[config.mk]
export PLATFORM = sky130hd
export DESIGN_NAME = pc_seq_unit_flat
export DESIGN_NICKNAME = d
export VERILOG_FILES = /design/src/rtl/cpu_pkg.sv /design/src/rtl/pc_seq_unit_if.sv /design/src/rtl/pc_ret_stack.sv /design/src/rtl/pc_seq_unit.sv /design/src/flat_wrapper.sv
export SDC_FILE = /design/constraint.sdc
export NUM_CORES = 1
export LEC_CHECK = 0
export CAP_MARGIN = 30
export CORE_UTILIZATION = 60
export CTS_BUF_LIST = sky130_fd_sc_hd__clkbuf_8 sky130_fd_sc_hd__clkbuf_16
export DETAILED_ROUTE_END_ITERATION = 16
export PLACE_DENSITY = 0.86
export SLEW_MARGIN = 25
export SYNTH_ARGS = -nofsm -noshare
export SYNTH_HDL_FRONTEND = slang
export SYNTH_SLANG_ARGS = --single-unit
[constraint.sdc]
create_clock -name clock -period 5.6 [get_ports clock]
set_clock_uncertainty 0.15 [all_clocks]
set_input_delay 1.12 -clock clock [delete_from_list [all_inputs] [get_ports clock]]
set_output_delay 1.12 -clock clock [all_outputs]
set_load 0.01 [all_outputs]
[src/rtl/cpu_pkg.sv]
// Shared definitions for the command-address sequencer: the encoding of the
// single action taken per cycle and the default address width.
package cpu_pkg;

  // Default ROM command-address width.
  localparam int AW_DEFAULT = 13;

  // One action is selected per enabled cycle; HOLD also covers refused
  // call/ret (stack full/empty), which only raise the error flag.
  typedef enum logic [2:0] {
    ACT_HOLD = 3'd0,
    ACT_INC  = 3'd1,
    ACT_LOAD = 3'd2,
    ACT_CALL = 3'd3,
    ACT_RET  = 3'd4,
    ACT_BR   = 3'd5
  } act_e;

endpackage

[src/rtl/pc_seq_unit_if.sv]
// Decoder-to-sequencer bundle: control strobes and targets going in,
// command address and stack status coming back.
interface pc_seq_unit_if #(
  parameter int AW = cpu_pkg::AW_DEFAULT
);

  logic          en;
  logic          load;
  logic [AW-1:0] ir_addr;
  logic          branch;
  logic [AW-1:0] br_off;
  logic          call;
  logic          ret;
  logic          err_clr;
  logic [AW-1:0] pc_addr;
  logic          stack_empty;
  logic          stack_full;
  logic          stack_err;

  // Instruction decoder side.
  modport master (
    output en, load, ir_addr, branch, br_off, call, ret, err_clr,
    input  pc_addr, stack_empty, stack_full, stack_err
  );

  // Sequencer side.
  modport slave (
    input  en, load, ir_addr, branch, br_off, call, ret, err_clr,
    output pc_addr, stack_empty, stack_full, stack_err
  );

endinterface

[src/rtl/pc_ret_stack.sv]
// Return-address LIFO. The fill level is an IW+1 bit count so that both
// "empty" (0) and "full" (DEPTH) are representable; the top entry sits at
// index count-1. Storage is not reset -- entries above the count are dead.
module pc_ret_stack #(
  parameter int AW    = cpu_pkg::AW_DEFAULT,
  parameter int DEPTH = 4
) (
  input  logic          clock,
  input  logic          rst,
  input  logic          push,
  input  logic          pop,
  input  logic [AW-1:0] push_data,
  output logic [AW-1:0] top_data,
  output logic          empty,
  output logic          full
);

  localparam int IW = $clog2(DEPTH);
  localparam int CW = IW + 1;

  logic [CW-1:0] count_reg;
  logic [AW-1:0] mem [DEPTH];
  logic          do_push;
  logic          do_pop;

  // Refuse overflow/underflow here as well, so the count can never leave
  // 0..DEPTH whatever the caller does; push wins if both are requested.
  assign do_push = push && !full;
  assign do_pop  = pop && !empty && !push;

  assign empty    = (count_reg == '0);
  assign full     = (count_reg == CW'(DEPTH));
  assign top_data = mem[IW'(count_reg - CW'(1))];

  // Fill-level counter, cleared asynchronously so a reset mid-call leaves
  // no partially pushed entry visible.
  always_ff @(posedge clock or negedge rst) begin
    if (!rst) begin
      count_reg <= '0;
    end else if (do_push) begin
      count_reg <= count_reg + CW'(1);
    end else if (do_pop) begin
      count_reg <= count_reg - CW'(1);
    end
  end

  // Entry write at the slot just above the current top.
  always_ff @(posedge clock) begin
    if (do_push) begin
      mem[IW'(count_reg)] <= push_data;
    end
  end

endmodule

[src/rtl/pc_seq_unit.sv]
// Program-counter sequencer feeding the ROM command address. Each enabled
// cycle performs exactly one of load > call > ret > branch > increment;
// all arithmetic wraps silently at AW bits.
module pc_seq_unit
  import cpu_pkg::*;
#(
  parameter int          AW        = AW_DEFAULT,
  parameter int          STEP      = 1,
  parameter int          DEPTH     = 4,
  parameter int unsigned RESET_VEC = 0
) (
  input logic          clock,
  input logic          rst,
  pc_seq_unit_if.slave bus
);

  act_e          act;
  logic [AW-1:0] pc_reg;
  logic [AW-1:0] pc_next;
  logic [AW-1:0] pc_inc;
  logic [AW-1:0] stk_top;
  logic          stk_push;
  logic          stk_pop;
  logic          stk_empty;
  logic          stk_full;
  logic          err_set;
  logic          err_reg;

  // Sequential successor doubles as the return address pushed on call.
  assign pc_inc = pc_reg + AW'(STEP);

  // Priority decode: pick the single action for this cycle. A refused
  // call/ret degrades to HOLD and raises the error instead.
  always_comb begin
    act     = ACT_HOLD;
    err_set = 1'b0;
    if (bus.en) begin
      if (bus.load) begin
        act = ACT_LOAD;
      end else if (bus.call) begin
        if (stk_full) err_set = 1'b1;
        else          act     = ACT_CALL;
      end else if (bus.ret) begin
        if (stk_empty) err_set = 1'b1;
        else           act     = ACT_RET;
      end else if (bus.branch) begin
        act = ACT_BR;
      end else begin
        act = ACT_INC;
      end
    end
  end

  // Next pc and stack strobes for the chosen action.
  always_comb begin
    pc_next  = pc_reg;
    stk_push = 1'b0;
    stk_pop  = 1'b0;
    case (act)
      ACT_LOAD: pc_next = bus.ir_addr;
      ACT_CALL: begin
        pc_next  = bus.ir_addr;
        stk_push = 1'b1;
      end
      ACT_RET: begin
        pc_next = stk_top;
        stk_pop = 1'b1;
      end
      ACT_BR:   pc_next = pc_reg + bus.br_off;
      ACT_INC:  pc_next = pc_inc;
      default:  pc_next = pc_reg;
    endcase
  end

  // Program-counter register.
  always_ff @(posedge clock or negedge rst) begin
    if (!rst) pc_reg <= AW'(RESET_VEC);
    else      pc_reg <= pc_next;
  end

  // Sticky stack error; a new error in the clearing cycle takes precedence.
  always_ff @(posedge clock or negedge rst) begin
    if (!rst)             err_reg <= 1'b0;
    else if (err_set)     err_reg <= 1'b1;
    else if (bus.err_clr) err_reg <= 1'b0;
  end

  pc_ret_stack #(
    .AW    (AW),
    .DEPTH (DEPTH)
  ) u_stack (
    .clock     (clock),
    .rst       (rst),
    .push      (stk_push),
    .pop       (stk_pop),
    .push_data (pc_inc),
    .top_data  (stk_top),
    .empty     (stk_empty),
    .full      (stk_full)
  );

  assign bus.pc_addr     = pc_reg;
  assign bus.stack_empty = stk_empty;
  assign bus.stack_full  = stk_full;
  assign bus.stack_err   = err_reg;

endmodule
[src/flat_wrapper.sv]
// flat-port wrapper written by rule: the top's interface ports become plain ports
module pc_seq_unit_flat import cpu_pkg::*;
#(
  parameter int          AW        = AW_DEFAULT,
  parameter int          STEP      = 1,
  parameter int          DEPTH     = 4,
  parameter int unsigned RESET_VEC = 0
)
  (clock, rst, bus_en, bus_load, bus_ir_addr, bus_branch, bus_br_off, bus_call, bus_ret, bus_err_clr, bus_pc_addr, bus_stack_empty, bus_stack_full, bus_stack_err);
  pc_seq_unit_if #(.AW(AW)) bus_i ();
  input logic clock;
  input logic rst;
  input wire logic [$bits(bus_i.en)-1:0] bus_en;
  input wire logic [$bits(bus_i.load)-1:0] bus_load;
  input wire logic [$bits(bus_i.ir_addr)-1:0] bus_ir_addr;
  input wire logic [$bits(bus_i.branch)-1:0] bus_branch;
  input wire logic [$bits(bus_i.br_off)-1:0] bus_br_off;
  input wire logic [$bits(bus_i.call)-1:0] bus_call;
  input wire logic [$bits(bus_i.ret)-1:0] bus_ret;
  input wire logic [$bits(bus_i.err_clr)-1:0] bus_err_clr;
  output wire logic [$bits(bus_i.pc_addr)-1:0] bus_pc_addr;
  output wire logic [$bits(bus_i.stack_empty)-1:0] bus_stack_empty;
  output wire logic [$bits(bus_i.stack_full)-1:0] bus_stack_full;
  output wire logic [$bits(bus_i.stack_err)-1:0] bus_stack_err;
  assign bus_i.en = bus_en;
  assign bus_i.load = bus_load;
  assign bus_i.ir_addr = bus_ir_addr;
  assign bus_i.branch = bus_branch;
  assign bus_i.br_off = bus_br_off;
  assign bus_i.call = bus_call;
  assign bus_i.ret = bus_ret;
  assign bus_i.err_clr = bus_err_clr;
  assign bus_pc_addr = bus_i.pc_addr;
  assign bus_stack_empty = bus_i.stack_empty;
  assign bus_stack_full = bus_i.stack_full;
  assign bus_stack_err = bus_i.stack_err;
  pc_seq_unit #(.AW(AW), .STEP(STEP), .DEPTH(DEPTH), .RESET_VEC(RESET_VEC)) u_core (.clock(clock), .rst(rst), .bus(bus_i));
endmodule
==> flow_summary.json, run 1 <==
{
  "status": "completed",
  "async_flop_share": 0.2464,
  "cts_tree": "built",
  "powerDensity_nw_per_um2": 419.0,
  "worstSetupStartpointType": "flop",
  "p_int_mw": 1.204,
  "dieArea_um2": 6666,
  "synth_edf_count": 52,
  "h-tree-depth": 3,
  "p_seq_frac": 0.381,
  "reg2reg_from": "u_core.u_stack.count_reg[0]",
  "p_comb_frac": 0.427,
  "drcViolationCount": 0,
  "ys.flop_type": "edfxtp_1",
  "final_area_um2": 4554,
  "synth_top_family_by_area": "compound AO/OA/AOI/OAI gates",
  "placed_cell_area_um2": 4348,
  "p_clk_frac": 0.193,
  "setup_ws_ns": 1.999,
  "drt_iter0_markers": 245,
  "layout_common_cells": "52 x edfxtp_1, 49 x clkdlybuf4s50_1, 19 x nand2_1, 18 x ha_1, 17 x dfrtp_1",
  "ctsHoldBuffers": 0,
  "yosysUniqueCellTypes": 54,
  "layout_commonest_cell": "edfxtp_1",
  "post_cts_buffers": 0,
  "synth_xor_area_frac": 0.04832,
  "antenna_cells": 0,
  "syn_area_um2": 3806,
  "hp-class": "reg2reg",
  "multi_input_area_um2": 1734,
  "max_freq_mhz": 277.7,
  "dp_hpwl_um": 6244,
  "clk_path_buf_depth": 2,
  "track_usage": 0.2855,
  "ys_warn_count": 0,
  "fin_crit_sh": 0.6431,
  "criticalPathCategory": "reg2out",
  "tightest_slew_ns": 0.7267,
  "start_util": 0.6316,
  "crit_required_ns": 4.33,
  "port_buffers": 49,
  "die_w_um": 81.65,
  "path_max_fanout": 17,
  "hold_violations": 0,
  "drive_gt1_frac": 0.1064,
  "clkTransAtPathRegs_ns": 0.08,
  "die_y_um": 81.65,
  "clock-sinks": 69,
  "whs_ns": 0.3779,
  "p_leak_nw": 1.683,
  "grt_setup_unrepaired": "false",
  "fin_util": 0.7558,
  "finalSetupViolations": 0,
  "grt_max_degree": 18,
  "ys_seq_elements": 69,
  "wl_per_cell_um": 20.40,
  "hold_path.startpoint": "u_core.bus.stack_err",
  "pre_cts_ws_ns": 1.904,
  "place.gp.congestion": 0.8589,
  "area_growth_pct": 19.66,
  "vias": 2818,
  "synth_nets": 351,
  "fillCellCount": 406,
  "critPathArrivalTime_ns": 2.33,
  "cts_resized": 0,
  "clkLatencyLatePin_ns": 0.35,
  "synth-simple-area-share": 0.09204,
  "slew_headroom": 0.5155,
  "wl_um": 8814,
  "coreArea_um2": 6026,
  "ys_seq_area_frac": 0.5220,
  "cp-end-kind": "primary output",
  "synth-compound-area-share": 0.1486,
  "synth_fa_ha_area_frac": 0.06443,
  "nNetsFinal": 405,
  "regArea_um2": 1987,
  "p_switching_mw": 0.7046,
  "drv_slew": 0,
  "syn_inst": 298,
  "sw_frac_of_total": 0.3692,
  "max-vdd-ir-drop_uv": 272.7,
  "synth.area.mux_share": 0.1006,
  "crit_start": "u_core.u_stack.count_reg[0]",
  "cap_violations": 0,
  "grt_pass1_wl_um": 13450,
  "setup_tns_ns": 0,
  "vias_per_cell": 6.523,
  "largest_reg_flops": 52,
  "num_io_pins": 50,
  "num_rows": 28,
  "period_needed_ns": 3.601,
  "syn_area_per_cell_um2": 12.77,
  "ant_nets": 0,
  "antenna_found_initial": 0,
  "cts_buffers": 9,
  "gr-total-overflow": 0,
  "dr.pass1.iters": 6,
  "grt_pass1_vias": 2628,
  "root_buffer": "clkbuf_8"
}
[cell usage after synthesis (6+ instances only)]
master    count  area share
xor2_1       12       0.028
o21ai_0      10       0.013
and2_1        6      0.0099
nand2_1      19       0.019
mux4_2       13       0.077
inv_1        11       0.011
edfxtp_1     52        0.41
dfrtp_1      17        0.11
xnor2_1       9       0.021
nor3_1        6      0.0079
a21o_1        9       0.018
nand3_1       7      0.0092
ha_1         18       0.059
nor2_1       15       0.015
a21oi_1      13       0.017
[critical path: stages (launching register included)]
cell	delay, ns
dfrtp_1	0.36
buf_4	0.22
inv_1	0.14
ha_1	0.25
nor2b_1	0.38
clkdlybuf4s50_1	0.61
[layout make-up]
cell class,count,area share
Tap cell,75,0.02060
Clock buffer,9,0.02720
Sequential cell,69,0.4363
Clock inverter,7,0.01181
Inverter,11,0.009066
Timing Repair Buffer,52,0.1143
Multi-Input combinational cell,209,0.3808
[per-stage QoR]
step                total power [mW]  std cells
finish                         1.908        432
detailed placement             1.541        414
floorplan                      1.285        298
global route                   2.004        432
CTS                            1.904        430
global placement               1.516        414
[power by group through the flow]
| stage | Clock [mW] | Sequential, mW | Combinational, mW |
|---|---|---|---|
| after global placement | 0 | 0.731 | 0.784 |
| after global routing | 0.390 | 0.733 | 0.881 |
| after floorplan | 0 | 0.730 | 0.555 |
| after CTS | 0.369 | 0.725 | 0.810 |
| after detailed placement | 0 | 0.736 | 0.806 |
| final | 0.368 | 0.726 | 0.814 |
[path summary, 6_finish.rpt]
path	endpoint	slack, ns	cells after the start
setup reg to reg	u_core.bus.pc_addr[2]	2.67	8
hold / removal	u_core.bus.stack_err	0.38	2
max in group asynchronous	u_core.bus.pc_addr[0]	4.06	2
min in group asynchronous	u_core.bus.stack_err	0.84	1
hold reg to reg	u_core.bus.stack_err	0.38	2
setup / recovery	bus_stack_empty	2.00	5
[layer usage]
layer  vias to the layer above  share of wire  routed length (µm)  GRT usage
met5                         -              0                   0          0
met1                      1403           0.42                3742     0.3871
met4                         0          0.015                 133     0.1211
met2                       126           0.50                4370     0.4542
li1                       1275              -                   -          -
met3                        14          0.064                 567    0.05222
[cells by family after synthesis]
kind of cell / after synthesis
buf+inv: 20
flops: 69
compound gates: 79
simple gates: 69
fa+ha+maj: 19
xor+xnor: 21
mux: 21
(Power assumes the default switching activity.)
==> inputs of run 2 (changes only) <==
Settings changed: CORE_UTILIZATION 60 to 55, PLACE_DENSITY 0.86 to 0.8.
Clock period 5.6 ns to 3.45 ns, I/O delays scaled along.
==> run 2 against run 1 <==
Against the previous run:
- die area increased by 8.9%
- setup slack got worse by 1.4 ns
- design area increased by 1.0%
- largest cell class unchanged
==> flow_summary.json, run 2 (synthesis results as in run 1) <==
{
  "die_y_um": 85.19,
  "vias": 2777,
  "layout_common_cells": "52 x edfxtp_1, 49 x clkdlybuf4s50_1, 19 x nand2_1, 18 x ha_1, 17 x dfrtp_1",
  "hold_violations": 0,
  "grt_pass1_vias": 2685,
  "h-tree-depth": 3,
  "post-layout-total-power_mw": 3.142,
  "p_comb_frac": 0.423,
  "dp_hpwl_um": 6386,
  "max_freq_mhz": 348.8,
  "route.top_layer_used": "met4",
  "worstSetupStartpointType": "input pin",
  "vias_per_cell": 6.311,
  "grt_setup_unrepaired": "false",
  "root_buffer": "clkbuf_8",
  "drv_slew": 0,
  "cp-end-kind": "flop",
  "cts_resized": 0,
  "fin_crit_sh": 0.8310,
  "final_cells": 440,
  "area_growth_pct": 20.91,
  "tightest_slew_ns": 0.8219,
  "setup_tns_ns": 0,
  "dieArea_um2": 7257,
  "powerDensity_nw_per_um2": 682.8,
  "hp-class": "reg2reg",
  "place_inst": 424,
  "path_max_fanout": 3,
  "antenna_found_initial": 0,
  "cap_violations": 0,
  "p_int_mw": 2.020,
  "wl_met2_um": 4281,
  "placed_cell_area_um2": 4410,
  "max-vdd-ir-drop_uv": 389.1,
  "track_usage": 0.2593,
  "crit_required_ns": 3.54,
  "num_rows": 29,
  "critPathArrivalTime_ns": 2.96,
  "place.gp.congestion": 0.8699,
  "p_clk_frac": 0.201,
  "crit_path_top_delay_cell": "fa_1",
  "cts_tree": "built",
  "num_io_pins": 50,
  "cp.buffers_inverters": 1,
  "dr.pass1.iters": 5,
  "slew_headroom": 0.4504,
  "p_switching_mw": 1.123,
  "nNetsFinal": 411,
  "period_needed_ns": 2.867,
  "grt_pass1_wl_um": 13830,
  "coreArea_um2": 6531,
  "sw_frac_of_total": 0.3572,
  "crit_chain": "clkdlybuf4s50_1, ha_1, fa_1, a211oi_1, o211ai_1, a41oi_1, xnor2_1, a22o_1",
  "die_w_um": 85.19,
  "layout_commonest_cell": "edfxtp_1",
  "start_util": 0.5828,
  "final_area_um2": 4602,
  "post_cts_buffers": 0,
  "gr-total-overflow": 0,
  "status": "completed",
  "p_leak_nw": 1.715,
  "wl_per_cell_um": 19.99,
  "hold_path.startpoint": "u_core.bus.stack_err",
  "drt_iter0_markers": 245,
  "p_seq_frac": 0.376,
  "whs_ns": 0.3832,
  "clkLatencyLatePin_ns": 0.35,
  "criticalPathCategory": "in2reg",
  "ant_nets": 0,
  "ctsHoldBuffers": 0,
  "pre_cts_ws_ns": 0.2291,
  "largest_reg_flops": 52,
  "fin_util": 0.7046,
  "finalSetupViolations": 0,
  "wl_met1_um": 3925,
  "drcViolationCount": 0,
  "clkTransAtPathRegs_ns": 0.07,
  "dr_wl_met3_um": 488,
  "grt_max_degree": 18,
  "antenna_cells": 0,
  "crit_start": "bus_br_off[0]",
  "port_buffers": 49,
  "crit_path_max_incr_delay_ns": 0.43,
  "setup_ws_ns": 0.5829,
  "wl_um": 8796,
  "drive_gt1_frac": 0.1157,
  "reg2reg_from": "u_core.u_stack.count_reg[1]",
  "crit_family": "compound AO/OA/AOI/OAI gates",
  "clock-sinks": 69,
  "clk_path_buf_depth": 2,
  "cts_buffers": 9
}
[run 2: worst paths after layout]
path | end | slack (ns) | cells past startpoint
max | u_core.bus.pc_addr[10] | 0.58 | 8
min | u_core.bus.stack_err | 0.38 | 2
max reg2reg | u_core.bus.pc_addr[2] | 0.80 | 7
min reg2reg | u_core.bus.stack_err | 0.38 | 2
max in group asynchronous | u_core.bus.pc_addr[7] | 1.97 | 1
min in group asynchronous | u_core.bus.pc_addr[8] | 0.67 | 1
[run 2: layout make-up]
cell class	count	area, µm²
Sequential cell	69	1987
Fill cell	471	1929
Multi-Input combinational cell	209	1728
Clock buffer	9	123.9
Timing Repair Buffer	58	558.0
Inverter	11	41.29
Clock inverter	7	67.56
Tap cell	77	96.34
[run 2: worst register-to-register path: stages (launching register included)]
cell and delay [ns]:
dfrtp_1 0.40, inv_1 0.14, ha_1 0.27, nor2b_1 0.28, a211o_1 0.54, nand2_1 0.29, a2bb2oi_1 0.21, a221o_1 0.26
[run 2: power groups by stage]
stage	clock network, mW	registers [mW]	logic (mW)
3_5_place_dp	0	1.20	1.32
4_1_cts	0.645	1.18	1.33
5_1_grt	0.676	1.20	1.44
3_3_place_gp	0	1.19	1.29
2_1_floorplan	0	1.19	0.900
6_report	0.632	1.18	1.33
[run 2: routing by layer]
metal	track usage	vias up
met2	0.4172	103
li1	-	1293
met3	0.06907	8
met4	0.07396	0
met1	0.3506	1373
met5	0	-
==> inputs of run 3 (changes only) <==
Settings changed: CORE_UTILIZATION 55 to 50, PLACE_DENSITY 0.8 to 0.76.
Clock period 3.45 ns to 2.3 ns, I/O delays scaled along.
==> run 3 against run 2 <==
Against the previous run:
- sequential share of layout area shrank 5.4 points
- register-to-register slack worse by 0.75 ns
- combinational power grew 90%
- clock power rose by 91%
- critical path depth is the same
- die area is 9.8% higher
==> flow_summary.json, run 3 (synthesis results as in run 1) <==
{
  "max_freq_mhz": 443.0,
  "crit_path_top_delay_cell": "clkdlybuf4s50_1",
  "placed_cell_area_um2": 4970,
  "cts_tree": "built",
  "final_area_um2": 5265,
  "crit_required_ns": 2.40,
  "crit_path_max_incr_delay_ns": 0.46,
  "vias_per_cell": 5.866,
  "fin_util": 0.7220,
  "p_leak_nw": 2.066,
  "clkTransAtPathRegs_ns": 0.08,
  "num_io_pins": 50,
  "cap_violations": 0,
  "dieArea_um2": 7966,
  "ant_nets": 0,
  "cts_buffers": 9,
  "tightest_slew_ns": 0.4954,
  "antenna_found_initial": 0,
  "hp-class": "in2async",
  "max-vdd-ir-drop_uv": 586.6,
  "cp-end-kind": "flop",
  "gr-total-overflow": 0,
  "clock-sinks": 69,
  "whs_ns": 0.3025,
  "clkLatencyLatePin_ns": 0.35,
  "worstSetupStartpointType": "input pin",
  "grt_pass1_vias": 3210,
  "track_usage": 0.2740,
  "drv_slew": 0,
  "port_buffers": 49,
  "drive_gt1_frac": 0.2901,
  "nNetsFinal": 472,
  "clk_path_buf_depth": 2,
  "status": "completed",
  "largest_reg_flops": 52,
  "criticalPathCategory": "in2reg",
  "antenna_cells": 0,
  "hold_violations": 0,
  "period_needed_ns": 2.257,
  "finalSetupViolations": 0,
  "grt_setup_unrepaired": "true",
  "place.gp.congestion": 0.8902,
  "die_w_um": 89.25,
  "critPathArrivalTime_ns": 2.36,
  "vias": 3068,
  "crit_chain": "clkdlybuf4s50_1, ha_1, a211oi_2, buf_4, o21a_2, o21ai_0, and3_1, o31ai_2",
  "wl_per_cell_um": 19.02,
  "root_buffer": "clkbuf_8",
  "dr.pass1.iters": 4,
  "fin_crit_sh": 0.9814,
  "grt_pass1_wl_um": 15680,
  "drcViolationCount": 0,
  "start_util": 0.5220,
  "drt_iter0_markers": 242,
  "h-tree-depth": 3,
  "reg2reg_from": "u_core.bus.pc_addr[0]",
  "wl_um": 9949,
  "path_max_fanout": 4,
  "area_growth_pct": 38.33,
  "layout_common_cells": "66 x buf_4, 52 x edfxtp_1, 46 x clkdlybuf4s50_1, 19 x nand2_1",
  "coreArea_um2": 7292,
  "powerDensity_nw_per_um2": 1034,
  "grt_max_degree": 18,
  "crit_start": "bus_br_off[1]",
  "dp_hpwl_um": 7535,
  "ctsHoldBuffers": 0,
  "num_rows": 31,
  "die_y_um": 89.25,
  "slew_headroom": 0.6667,
  "layout_commonest_cell": "buf_4"
}
[run 3: metal layers]
layer  routed length [µm]  GRT usage  vias to the layer above
met3                  508    0.06187                       15
li1                     -          -                     1411
met4                  136    0.07215                        0
met5                    0          0                        -
met1                 4190     0.3467                     1542
met2                 5114     0.4781                      100
[run 3: critical path: cells and delay by family]
family / cells / cell delay [ns]
buffers and inverters: 2 / 0.62
and+or+nand+nor: 1 / 0.20
adders and majority gates: 1 / 0.33
AOI/OAI and AO/OA: 4 / 0.75
[run 3: repair_timing]
item,in CTS,in global routing
setup buffers,0,0
pin swaps,6,7
gates resized for setup,7,9
endpoints found under the setup margin,7,8
[run 3: area by class of cell]
class | instances | area [µm²]
Sequential cell | 69 | 1988
Multi-Input combinational cell | 209 | 1800
Tap cell | 99 | 123.9
Clock buffer | 9 | 123.9
Inverter | 11 | 41.29
Timing Repair Buffer | 119 | 1064
Fill cell | 522 | 2027
Clock inverter | 7 | 123.9
[run 3: stage by stage]
step	cells	setup slack (ns)	power, mW	TNS, ns
global placement	507	-0.4958	4.140	-3.561
floorplan	298	0.02237	3.205	0
global route	523	-0.02500	5.732	-0.06540
detailed placement	507	-0.5362	4.214	-3.873
finish	523	0.04277	5.444	0
CTS	523	0.003520	5.430	0
[run 3: final timing paths]
check,end,slack [ns],cells past startpoint
hold / removal,u_core.u_stack.count_reg[1],0.30,2
setup / recovery,u_core.bus.pc_addr[9],0.04,8
max in group asynchronous,u_core.bus.pc_addr[0],1.45,2
setup reg to reg,u_core.bus.pc_addr[12],0.05,7
min in group clock,u_core.bus.stack_err,0.39,2
hold reg to reg,u_core.bus.stack_err,0.39,2
[run 3: power by group]
part	total (mW)	internal, mW	switching [mW]
Clock	1.21	0.725	0.482
Sequential	1.71	1.59	0.114
Combinational	2.53	1.28	1.25
